$ cat config.mk
export PLATFORM = sky130hd
export DESIGN_NAME = clock_div_multi
export DESIGN_NICKNAME = d
export VERILOG_FILES = /design/src/rtl/clock_div_multi.sv
export SDC_FILE = /design/constraint.sdc
export NUM_CORES = 1
export LEC_CHECK = 0
export BUFFER_PORTS_ARGS = -buffer_cell sky130_fd_sc_hd__buf_4
export CAP_MARGIN = 40
export CORE_MARGIN = 1.5
export CORE_UTILIZATION = 50
export CTS_CLUSTER_SIZE = 12
export DETAILED_ROUTE_END_ITERATION = 10
export PLACE_DENSITY = 0.77
export REMOVE_ABC_BUFFERS = 1
export SYNTH_ARGS = -nofsm -noshare
export SYNTH_HDL_FRONTEND = slang
export SYNTH_SLANG_ARGS = --single-unit
$ cat constraint.sdc
create_clock -name i_clk -period 3.27 [get_ports i_clk]
set_input_delay 0.981 -clock i_clk [delete_from_list [all_inputs] [get_ports i_clk]]
set_output_delay 0.981 -clock i_clk [all_outputs]
set_load 0.05 [all_outputs]
$ cat src/rtl/clock_div_multi.sv
// Multi-channel programmable clock divider with shadowed divisor loads and
// optional global phase realign (enabled by defining CLKDIV_SYNC_EN).
module clock_div_multi #(
    parameter int N_CH    = 4,
    parameter int DIV_W   = 16,
    parameter int RST_DIV = 2
) (
    input  logic                  i_clk,
    input  logic                  i_rst,
    input  logic [N_CH-1:0]       i_en,
    input  logic [N_CH*DIV_W-1:0] i_divisor,
    input  logic [N_CH-1:0]       i_load,
    input  logic                  i_sync,
    output logic [N_CH-1:0]       o_slow_clk,
    output logic [N_CH-1:0]       o_tick,
    output logic [N_CH-1:0]       o_pending
);

    localparam logic [DIV_W-1:0] RST_D   = DIV_W'(RST_DIV);
    localparam logic [DIV_W-1:0] D_ONE   = DIV_W'(1);
    localparam logic [DIV_W-1:0] D_TWO   = DIV_W'(2);
    localparam logic [DIV_W-2:0] CNT_ONE = (DIV_W-1)'(1);

    logic sync_hit;

`ifdef CLKDIV_SYNC_EN
    assign sync_hit = i_sync;
`else
    logic unused_sync;
    assign unused_sync = i_sync;
    assign sync_hit    = 1'b0;
`endif

    for (genvar c = 0; c < N_CH; c++) begin : g_ch
        logic [DIV_W-1:0] d;
        logic [DIV_W-1:0] shadow;
        logic [DIV_W-1:0] slice;
        logic [DIV_W-1:0] low_len;
        logic [DIV_W-1:0] high_len;
        logic [DIV_W-1:0] next_d;
        logic [DIV_W-2:0] count;
        logic             level;
        logic             pending;
        logic             tick;
        logic             en_q;
        logic             bypass;
        logic             at_rise;
        logic             at_boundary;

        // count runs within one phase, so DIV_W-1 bits cover ceil(D/2)-1
        assign slice       = i_divisor[c*DIV_W +: DIV_W];
        assign bypass      = d < D_TWO;
        assign high_len    = d >> 1;
        assign low_len     = high_len + {{(DIV_W-1){1'b0}}, d[0]};
        assign at_rise     = !bypass && !level && ({1'b0, count} == low_len - D_ONE);
        assign at_boundary = !bypass &&  level && ({1'b0, count} == high_len - D_ONE);
        assign next_d      = i_load[c] ? slice : (pending ? shadow : d);

        // NOTE: all channel state is sequential, so every assignment below is
        // non-blocking; mixing in blocking writes would make the branch order
        // leak into same-cycle reads of d/shadow/pending.
        always_ff @(posedge i_clk) begin
            if (i_rst) begin
                d       <= RST_D;
                shadow  <= RST_D;
                count   <= '0;
                level   <= 1'b0;
                pending <= 1'b0;
                tick    <= 1'b0;
                en_q    <= 1'b0;
            end else begin
                en_q <= i_en[c];
                if (!i_en[c] || sync_hit) begin
                    // disable or realign: restart low phase and apply any new divisor now
                    count   <= '0;
                    level   <= 1'b0;
                    tick    <= i_en[c] && (next_d < D_TWO);
                    d       <= next_d;
                    pending <= 1'b0;
                    if (i_load[c]) shadow <= slice;
                end else if (i_load[c] && at_boundary) begin
                    d       <= slice;
                    shadow  <= slice;
                    pending <= 1'b0;
                    count   <= '0;
                    level   <= 1'b0;
                    tick    <= slice < D_TWO;
                end else if (pending && (at_boundary || bypass)) begin
                    d       <= shadow;
                    count   <= '0;
                    level   <= 1'b0;
                    tick    <= shadow < D_TWO;
                    pending <= i_load[c];
                    if (i_load[c]) shadow <= slice;
                end else begin
                    if (i_load[c]) begin
                        shadow  <= slice;
                        pending <= 1'b1;
                    end
                    if (bypass) begin
                        count <= '0;
                        level <= 1'b0;
                        tick  <= 1'b1;
                    end else if (at_rise) begin
                        count <= '0;
                        level <= 1'b1;
                        tick  <= 1'b1;
                    end else if (at_boundary) begin
                        count <= '0;
                        level <= 1'b0;
                        tick  <= 1'b0;
                    end else begin
                        count <= count + CNT_ONE;
                        tick  <= 1'b0;
                    end
                end
            end
        end

        // bypass passes the source clock through, gated by the registered enable
        assign o_slow_clk[c] = bypass ? (i_clk & en_q) : level;
        assign o_tick[c]     = tick;
        assign o_pending[c]  = pending;
    end

endmodule

==> impl_metrics.toml, run 1 <==
[sta]
setup_violations = 0
rsz0062_at_grt = "true"
post-route-period-util = 1.00
max_slew_margin = 0.445
slew_violations = 0
fmax_mhz = 306
hold_viol = 0
max_slew.worst_pin.slew_ps = 826
hold-worst-slack_ps = 500
skew_ps = 8.94
post-route-min-period_ps = 3270

[global_route]
gr-total-overflow = 0
grt_pass1_vias = 11700
grt_max_degree = 50
track_usage = 0.262
antenna_found_initial = 0
grt_first_pass_wirelength_um = 58300

[placed_design]
place_congestion = 0.926
dp.cells = 1978
port_buffers = 85
dp_hpwl_um = 25500

[routing]
route.detailed.drc = 0
routed_via_density = 6.09
totalWireLength_um = 35900
routedWlPerCell_um = 17.5
antenna_left = 0
vias = 12500
drt_iter0_markers = 1294
detail_route.first_pass.iterations = 6

[die]
coreArea_um2 = 25800
die_h_um = 165
row_count = 59
ios = 87
fp.dieW_um = 165
die_area_um2 = 27100
initial_core_util = 0.506

[worst_setup_path]
worstPathArrival_ps = 2290
cp-end-kind = "output pin"
cp-start-kind = "register"
crit_required_ps = 2290
critPathKind = "reg2out"
crit_fanout = 6
rrSetupSlack_ps = 90

[clock_tree]
cts_tree = "built"
cts_hold_buffers = 0
worst_skew_pair.late_latency_ps = 630
clk_pin_slew_worst_paths_ps = 60

[layout]
area_growth_pct = 17.3
drive_gt1_frac = 0.180
fin_cells = 2054
antennaDiodeCount = 0
layout.nets = 1791

[pwr]
finalPower_mw = 7.17
max-vdd-ir-drop_v = 0.000418
power.density_nw_per_um2 = 468
p_leak_nw = 6.03

[yosys]
synth.cell_area_um2 = 13100
avgSynthCellArea_um2 = 8.06
synth_edf_count = 0
yosysSeqAreaShare = 0.312
yosys_most_used_dff = "dfxtp_1"
ys_types = 87
synth-seq-cells = 204
async_flop_share = 0
yosys_warnings = 0
synthCells = 1623

[min_path]
hp-class = "reg2reg"

[flow_run]
drv_cap = 0

[status]
status = "finished, final reports clean"
[layout by cell type, fill, tap and decap left out, types with 22 or more instances in the layout]
cell type,count
a211oi_1,27
a21oi_1,55
and3_1,27
buf_4,153
clkbuf_16,29
dfxtp_1,184
inv_1,36
mux2i_1,79
nand2_1,118
nand3_1,66
nand4_1,22
nor2_1,263
nor3_1,35
nor4_1,37
o21ai_0,32
xnor2_1,79
xor2_1,80
[path summary, 6_finish.rpt]
check	startpoint	to	cells past startpoint
setup / recovery	g_ch[1].d[9]	o_slow_clk[1]	6
hold / removal	g_ch[1].level	g_ch[1].level	2
setup reg to reg	g_ch[1].d[3]	g_ch[1].d[14]	11
hold reg to reg	g_ch[1].level	g_ch[1].level	2
[cells in the mapped netlist (6+ instances only)]
cell | number | area, um2
a221oi_1 | 9 | 78.8
a21o_1 | 15 | 113
and3_1 | 29 | 181
mux2_2 | 11 | 124
o21a_1 | 8 | 60.1
nor3_1 | 37 | 185
nand2b_1 | 9 | 56.3
o22ai_1 | 19 | 119
ha_1 | 16 | 200
nand2_1 | 119 | 447
a222oi_1 | 11 | 110
xnor2_1 | 79 | 692
inv_1 | 36 | 135
a22o_1 | 13 | 114
nor2_1 | 267 | 1000
nand3_1 | 67 | 335
a31oi_1 | 18 | 113
nor2b_1 | 8 | 50.1
o2bb2ai_1 | 9 | 78.8
a211oi_1 | 27 | 203
clkbuf_1 | 50 | 188
buf_4 | 11 | 82.6
or4_1 | 10 | 75.1
a21oi_1 | 55 | 275
nand3b_1 | 16 | 120
xor2_1 | 80 | 701
o21ai_0 | 35 | 175
or2_2 | 9 | 56.3
o221a_2 | 11 | 124
and2_1 | 9 | 56.3
nor4_1 | 45 | 282
buf_2 | 32 | 160
dfxtp_1 | 204 | 4080
nor4_2 | 6 | 75.1
o211ai_1 | 13 | 97.6
nand4_1 | 22 | 138
mux2i_1 | 79 | 791
o221ai_1 | 11 | 96.3
buf_1 | 17 | 63.8
o22a_1 | 6 | 52.6
nor3b_1 | 8 | 60.1
[final cells by class]
| cell class | instances | area, um2 |
|---|---|---|
| fill | 2274 | 10500 |
| multi-input combinational | 1269 | 8530 |
| sequential | 204 | 4120 |
| timing repair buffer | 156 | 1220 |
| clock buffer | 45 | 858 |
| tap | 335 | 419 |
| inverter | 37 | 139 |
| clock inverter | 8 | 50.0 |
[power by group]
part / switching (mW) / total, mW / internal (mW)
clock network: 1.17 / 2.91 / 1.74
logic: 0.809 / 1.47 / 0.664
registers: 0.189 / 2.79 / 2.61
[cells by family (layout without fill, tap and decap cells)]
family          count (synthesis)  after routing  synth area share
mux                            91             91            0.0708
xor+xnor                      159            159             0.106
compound gates                316            316             0.185
buf+inv                       150            246            0.0505
fa+ha+maj                      16             16            0.0153
simple gates                  687            687             0.260
flops                         204            204             0.312
[critical path: stages (launching register included)]
cell     delay [ps]
dfxtp_2         370
or4_4           600
nor3b_2         220
buf_4           160
buf_4           110
o21ai_2          50
buf_6           150
[routing by layer]
metal | track usage | share of wire
met1 | 0.339 | 0.43
met2 | 0.437 | 0.47
met3 | 0.0409 | 0.066
met4 | 0.0991 | 0.031
met5 | 0 | 0
[timing repair]
| item | CTS | global route |
|---|---|---|
| resized for setup | 32 | 39 |
| pin swaps | 8 | 14 |
| hold endpoints to repair | 0 | 0 |
| endpoints found under the setup margin | 10 | 91 |
| setup buffers | 9 | 18 |
[through the flow]
stage	utilization	setup slack [ps]	area, um2	TNS [ps]
2_1_floorplan	-	-288	12600	-405
3_3_place_gp	0.543	167	14000	0
3_5_place_dp	0.543	45.0	14000	0
4_1_cts	0.583	-43.7	15100	-43.7
5_1_grt	0.594	-85.0	15300	-159
6_report	0.594	0.547	15300	0
No activity file was read; power rests on OpenSTA's default activity.
==> run 2: changes to the inputs <==
--- a/config.mk
+++ b/config.mk
@@ -5,13 +5,14 @@
 export SDC_FILE = /design/constraint.sdc
 export NUM_CORES = 1
 export LEC_CHECK = 0
+export ABC_AREA = 1
 export BUFFER_PORTS_ARGS = -buffer_cell sky130_fd_sc_hd__buf_4
 export CAP_MARGIN = 40
 export CORE_MARGIN = 1.5
 export CORE_UTILIZATION = 50
 export CTS_CLUSTER_SIZE = 12
 export DETAILED_ROUTE_END_ITERATION = 10
-export PLACE_DENSITY = 0.77
+export PLACE_DENSITY = 0.76
 export REMOVE_ABC_BUFFERS = 1
 export SYNTH_ARGS = -nofsm -noshare
 export SYNTH_HDL_FRONTEND = slang
==> impl_metrics.toml, run 2 <==
[clock_tree]
worst_skew_pair.late_latency_ps = 640
cts_tree = "built"
clk_pin_slew_worst_paths_ps = 60

[global_route]
antenna_found_initial = 0
grt_first_pass_wirelength_um = 77400
grt_pass1_vias = 15900
grt_max_degree = 43
gr-total-overflow = 0
track_usage = 0.282

[yosys]
yosys-top-cells-count = "nand2_1 (724), nor2_1 (384), inv_1 (305)"
synth-seq-cells = 204
yosys_most_used_dff = "dfxtp_1"
synth_most_common_cell = "nand2_1"
synthCells = 2649
synth_edf_count = 0
async_flop_share = 0
ys_types = 50
yosys_warnings = 0
yosysSeqAreaShare = 0.258
avgSynthCellArea_um2 = 5.99
yosysTopAreaCellShare = 0.258
synth.cell_area_um2 = 15900
synth_area_leaders = "dfxtp_1 (26%), nand2_1 (17%), nor2_1 (9.1%)"
yosysTopAreaCell = "dfxtp_1"

[worst_setup_path]
rr_worst_depth = 15
rrSetupSlack_ps = 250
crit_fanout = 3
path_common_cell = "clkbuf_16"
crit_required_ps = 2290
reg2reg_to = "g_ch[2].d[0]"
critPathKind = "clk2out"
worstPathArrival_ps = 2250
crit_chain = "clkbuf_16 -> clkbuf_16 -> nand2_1 -> o21ai_1 -> buf_6"
max_stage_delay_ps = 170
critPathSlowestCell = "buf_6"
worstReg2RegStart = "g_ch[2].d[1]"
cp-end-kind = "output pin"
cp-start-kind = "clock port"

[placed_design]
dp_hpwl_um = 34300
port_buffers = 85
place_congestion = 0.951
dp.cells = 3060

[routing]
detail_route.first_pass.iterations = 6
route.detailed.drc = 0
drt_iter0_markers = 1464
antenna_left = 0
vias = 17000
totalWireLength_um = 46600
routedWlPerCell_um = 15.0
routed_via_density = 5.48

[sta]
fin_tns_setup_ps = 0
slew_violations = 0
max_slew_margin = 0.506
setup_violations = 0
skew_ps = 14.8
max_slew.worst_pin.slew_ps = 738
rsz0062_at_grt = "false"
hold_viol = 0

[layout]
fin_cells = 3109
final_cell_mix = "nand2_1 (724), nor2_1 (378), inv_1 (304), dfxtp_1 (204), nand3_1 (187)"
area_growth_pct = 10.9
final_common_cell = "nand2_1"
antennaDiodeCount = 0
layout.nets = 2780
drive_gt1_frac = 0.104

[min_path]
hold_path.startpoint = "g_ch[0].level"
hp-class = "reg2reg"
hold_depth = 2
hold_path_end = "g_ch[0].level"

[die]
die_h_um = 181
coreArea_um2 = 31400
ios = 87
die_area_um2 = 32800
row_count = 65
initial_core_util = 0.505
fp.dieW_um = 181

[status]
status = "finished, final reports clean"

[pwr]
max-vdd-ir-drop_v = 0.000344
power.density_nw_per_um2 = 426
p_leak_nw = 8.45

[flow_run]
drv_cap = 0
## run 2: cell types whose count changed in the layout (fill, tap and decap cells not counted), sizes merged, moves of 28 or more
cell	previous run	this run
nor4	56	21
nor2	268	437
mux2i	79	0
a21oi	56	99
o21ai	41	146
o22ai	19	50
nand3	67	198
nand2	121	757
nand4	22	67
xnor2	79	32
buf	159	113
and3	29	1
inv	36	314
## run 2: timing repair
action                     in CTS  in global routing
buffers inserted                0                  1
hold buffers                    0                  0
setup endpoints to repair       4                  4
pin swaps                       0                  2
resized for setup               9                  7
## run 2: metal layers
layer  GRT usage  vias up  wire, um
li1            -     8561         -
met1       0.365     7706     20400
met2       0.475      644     21500
met3      0.0407      131      3240
met4       0.103        0      1480
met5           0        -         0
## run 2: worst max-delay path: cells and delay by family
family                 cells  cell delay, ps
AOI/OAI and AO/OA          1             110
buffers and inverters      3             450
and+or+nand+nor            1              50
## run 2: area by class of cell
class | count | area (um2)
fill | 3040 | 13800
inverter | 320 | 1210
clock inverter | 6 | 82.6
tap | 402 | 503
multi-input combinational | 2022 | 10100
sequential | 204 | 4080
timing repair buffer | 109 | 818
clock buffer | 46 | 846
## run 2: where the power goes
| part | leakage [nW] | switching, mW | internal, mW |
|---|---|---|---|
| logic | 6.31 | 1.11 | 0.596 |
| clock network | 0.469 | 1.18 | 1.85 |
| registers | 1.67 | 0.156 | 2.60 |
## run 2: cells by family (layout without fill, tap and decap cells)
logic type,after synthesis,count (layout),share of synthesized area
XOR/XNOR,120,120,0.0668
adder cells (fa/ha/maj),16,16,0.0126
buffers and inverters,423,481,0.110
AO/OA/AOI/OAI,308,308,0.105
flip-flops,204,204,0.258
AND/OR/NAND/NOR,1578,1578,0.448
## run 2: worst max path at each step
stage | from | end | slack [ps] | depth (start not counted)
2_1_floorplan | i_clk | o_slow_clk[2] | 110 | 2
3_3_place_gp | i_clk | o_slow_clk[2] | 360 | 3
3_5_place_dp | g_ch[2].d[1] | g_ch[2].d[0] | 340 | 15
4_1_cts | i_clk | o_slow_clk[2] | 10 | 5
5_1_grt | g_ch[2].d[10] | o_slow_clk[2] | 5 | 6
6_report | i_clk | o_slow_clk[0] | 40 | 5
## run 2: through the flow
| step | setup WS (ps) | cell area (um2) | power, mW | util | hold WS [ps] |
|---|---|---|---|---|---|
| 6_report | 35.2 | 17600 | 7.49 | 0.560 | 490 |
| 5_1_grt | 5.38 | 17600 | 7.88 | 0.560 | 530 |
| 4_1_cts | 12.3 | 17600 | 7.52 | 0.559 | 494 |
| 3_5_place_dp | 343 | 16700 | 4.48 | 0.531 | 485 |
| 3_3_place_gp | 359 | 16700 | 4.45 | 0.531 | 476 |
| 2_1_floorplan | 107 | 15300 | 3.96 | - | 450 |
==> run 3: changes to the inputs <==
--- a/config.mk
+++ b/config.mk
@@ -9,10 +9,10 @@
 export BUFFER_PORTS_ARGS = -buffer_cell sky130_fd_sc_hd__buf_4
 export CAP_MARGIN = 40
 export CORE_MARGIN = 1.5
-export CORE_UTILIZATION = 50
+export CORE_UTILIZATION = 42
 export CTS_CLUSTER_SIZE = 12
 export DETAILED_ROUTE_END_ITERATION = 10
-export PLACE_DENSITY = 0.76
+export PLACE_DENSITY = 0.67
 export REMOVE_ABC_BUFFERS = 1
 export SYNTH_ARGS = -nofsm -noshare
 export SYNTH_HDL_FRONTEND = slang
==> impl_metrics.toml, run 3 (synthesis gave the netlist of run 2 again) <==
[routing]
detail_route.first_pass.iterations = 7
drt_iter0_markers = 1172
routedWlPerCell_um = 14.8
routed_via_density = 5.26
route.detailed.drc = 0
antenna_left = 0
totalWireLength_um = 47600
vias = 16900

[worst_setup_path]
crit_fanout = 3
crit_required_ps = 2290
worstPathArrival_ps = 2250
rrSetupSlack_ps = 340
critPathKind = "clk2out"
cp-start-kind = "clock port"
cp-end-kind = "output pin"

[clock_tree]
worst_skew_pair.late_latency_ps = 660
cts_tree = "built"
clk_pin_slew_worst_paths_ps = 50

[status]
status = "finished, final reports clean"

[sta]
max_slew.worst_pin.slew_ps = 774
slew_violations = 0
worst_slack_ps = 43.0
max_slew_margin = 0.482
fin_tns_setup_ps = 0
setup_violations = 0
hold_viol = 0
hold-worst-slack_ps = 489
skew_ps = 12.6

[pwr]
finalPower_mw = 7.76
power.density_nw_per_um2 = 434
max-vdd-ir-drop_v = 0.000299
p_leak_nw = 8.53

[die]
initial_core_util = 0.430
fp.dieW_um = 197
die_h_um = 197
die_area_um2 = 38900
row_count = 70
coreArea_um2 = 36900
ios = 87

[global_route]
grt_first_pass_wirelength_um = 78900
gr-total-overflow = 0
track_usage = 0.246
antenna_found_initial = 0
grt_pass1_vias = 16000
grt_max_degree = 43

[min_path]
hp-class = "reg2reg"

[layout]
area_growth_pct = 12.7
final_cell_mix = "nand2_1 (724), nor2_1 (377), inv_1 (304), dfxtp_1 (203), nand3_1 (187)"
area.sequential_um2 = 4090
multi_input_area_um2 = 10100
drive_gt1_frac = 0.109
layout.nets = 2785
final_common_cell = "nand2_1"
antennaDiodeCount = 0
final_cell_area_um2 = 17900
n_fill_cell = 3791

[placed_design]
port_buffers = 85
dp_slack_ps = 338
place_area_um2 = 16800
dp_hpwl_um = 35000
place_congestion = 0.937

[flow_run]
drv_cap = 0
run 3: per-layer routing:
layer,track usage,wire [um]
met1,0.329,21500
met2,0.410,21900
met3,0.0341,2930
met4,0.0755,1180
met5,0,0
run 3: cell type report:
cell class | instances | share of cell area
timing repair buffer | 112 | 0.0470
inverter | 320 | 0.0675
clock inverter | 8 | 0.00532
clock buffer | 48 | 0.0526
sequential | 204 | 0.229
tap | 504 | 0.0353
multi-input combinational | 2022 | 0.564
run 3: report_power, final:
part / switching, mW / total (mW) / internal (mW)
Combinational: 1.12 / 1.72 / 0.600
Sequential: 0.155 / 2.76 / 2.60
Clock: 1.25 / 3.29 / 2.04
run 3: through the flow:
stage	utilization	cells
2_1_floorplan	-	2546
3_3_place_gp	0.456	3165
3_5_place_dp	0.456	3165
4_1_cts	0.484	3218
5_1_grt	0.485	3218
6_report	0.485	3218
run 3: what timing repair did:
item | CTS | global route
setup endpoints to repair | 4 | 7
setup buffers | 1 | 0
gates resized for setup | 11 | 13
gates cloned | 0 | 0
pin swaps | 1 | 1
hold buffers | 0 | 0
endpoints found under the hold margin | 0 | 0
run 3: final timing paths:
kind / start / endpoint / depth (start not counted)
max reg2reg: g_ch[3].d[1] / g_ch[3].count[10] / 13
min: g_ch[3].count[14] / g_ch[3].count[14] / 2
max: i_clk / o_slow_clk[0] / 5
min reg2reg: g_ch[3].count[14] / g_ch[3].count[14] / 2
run 3: critical path, cell delays in order:
cell	delay [ps]
clkbuf_16	130
clkbuf_16	150
nand2_1	50
o21ai_1	100
buf_6	170
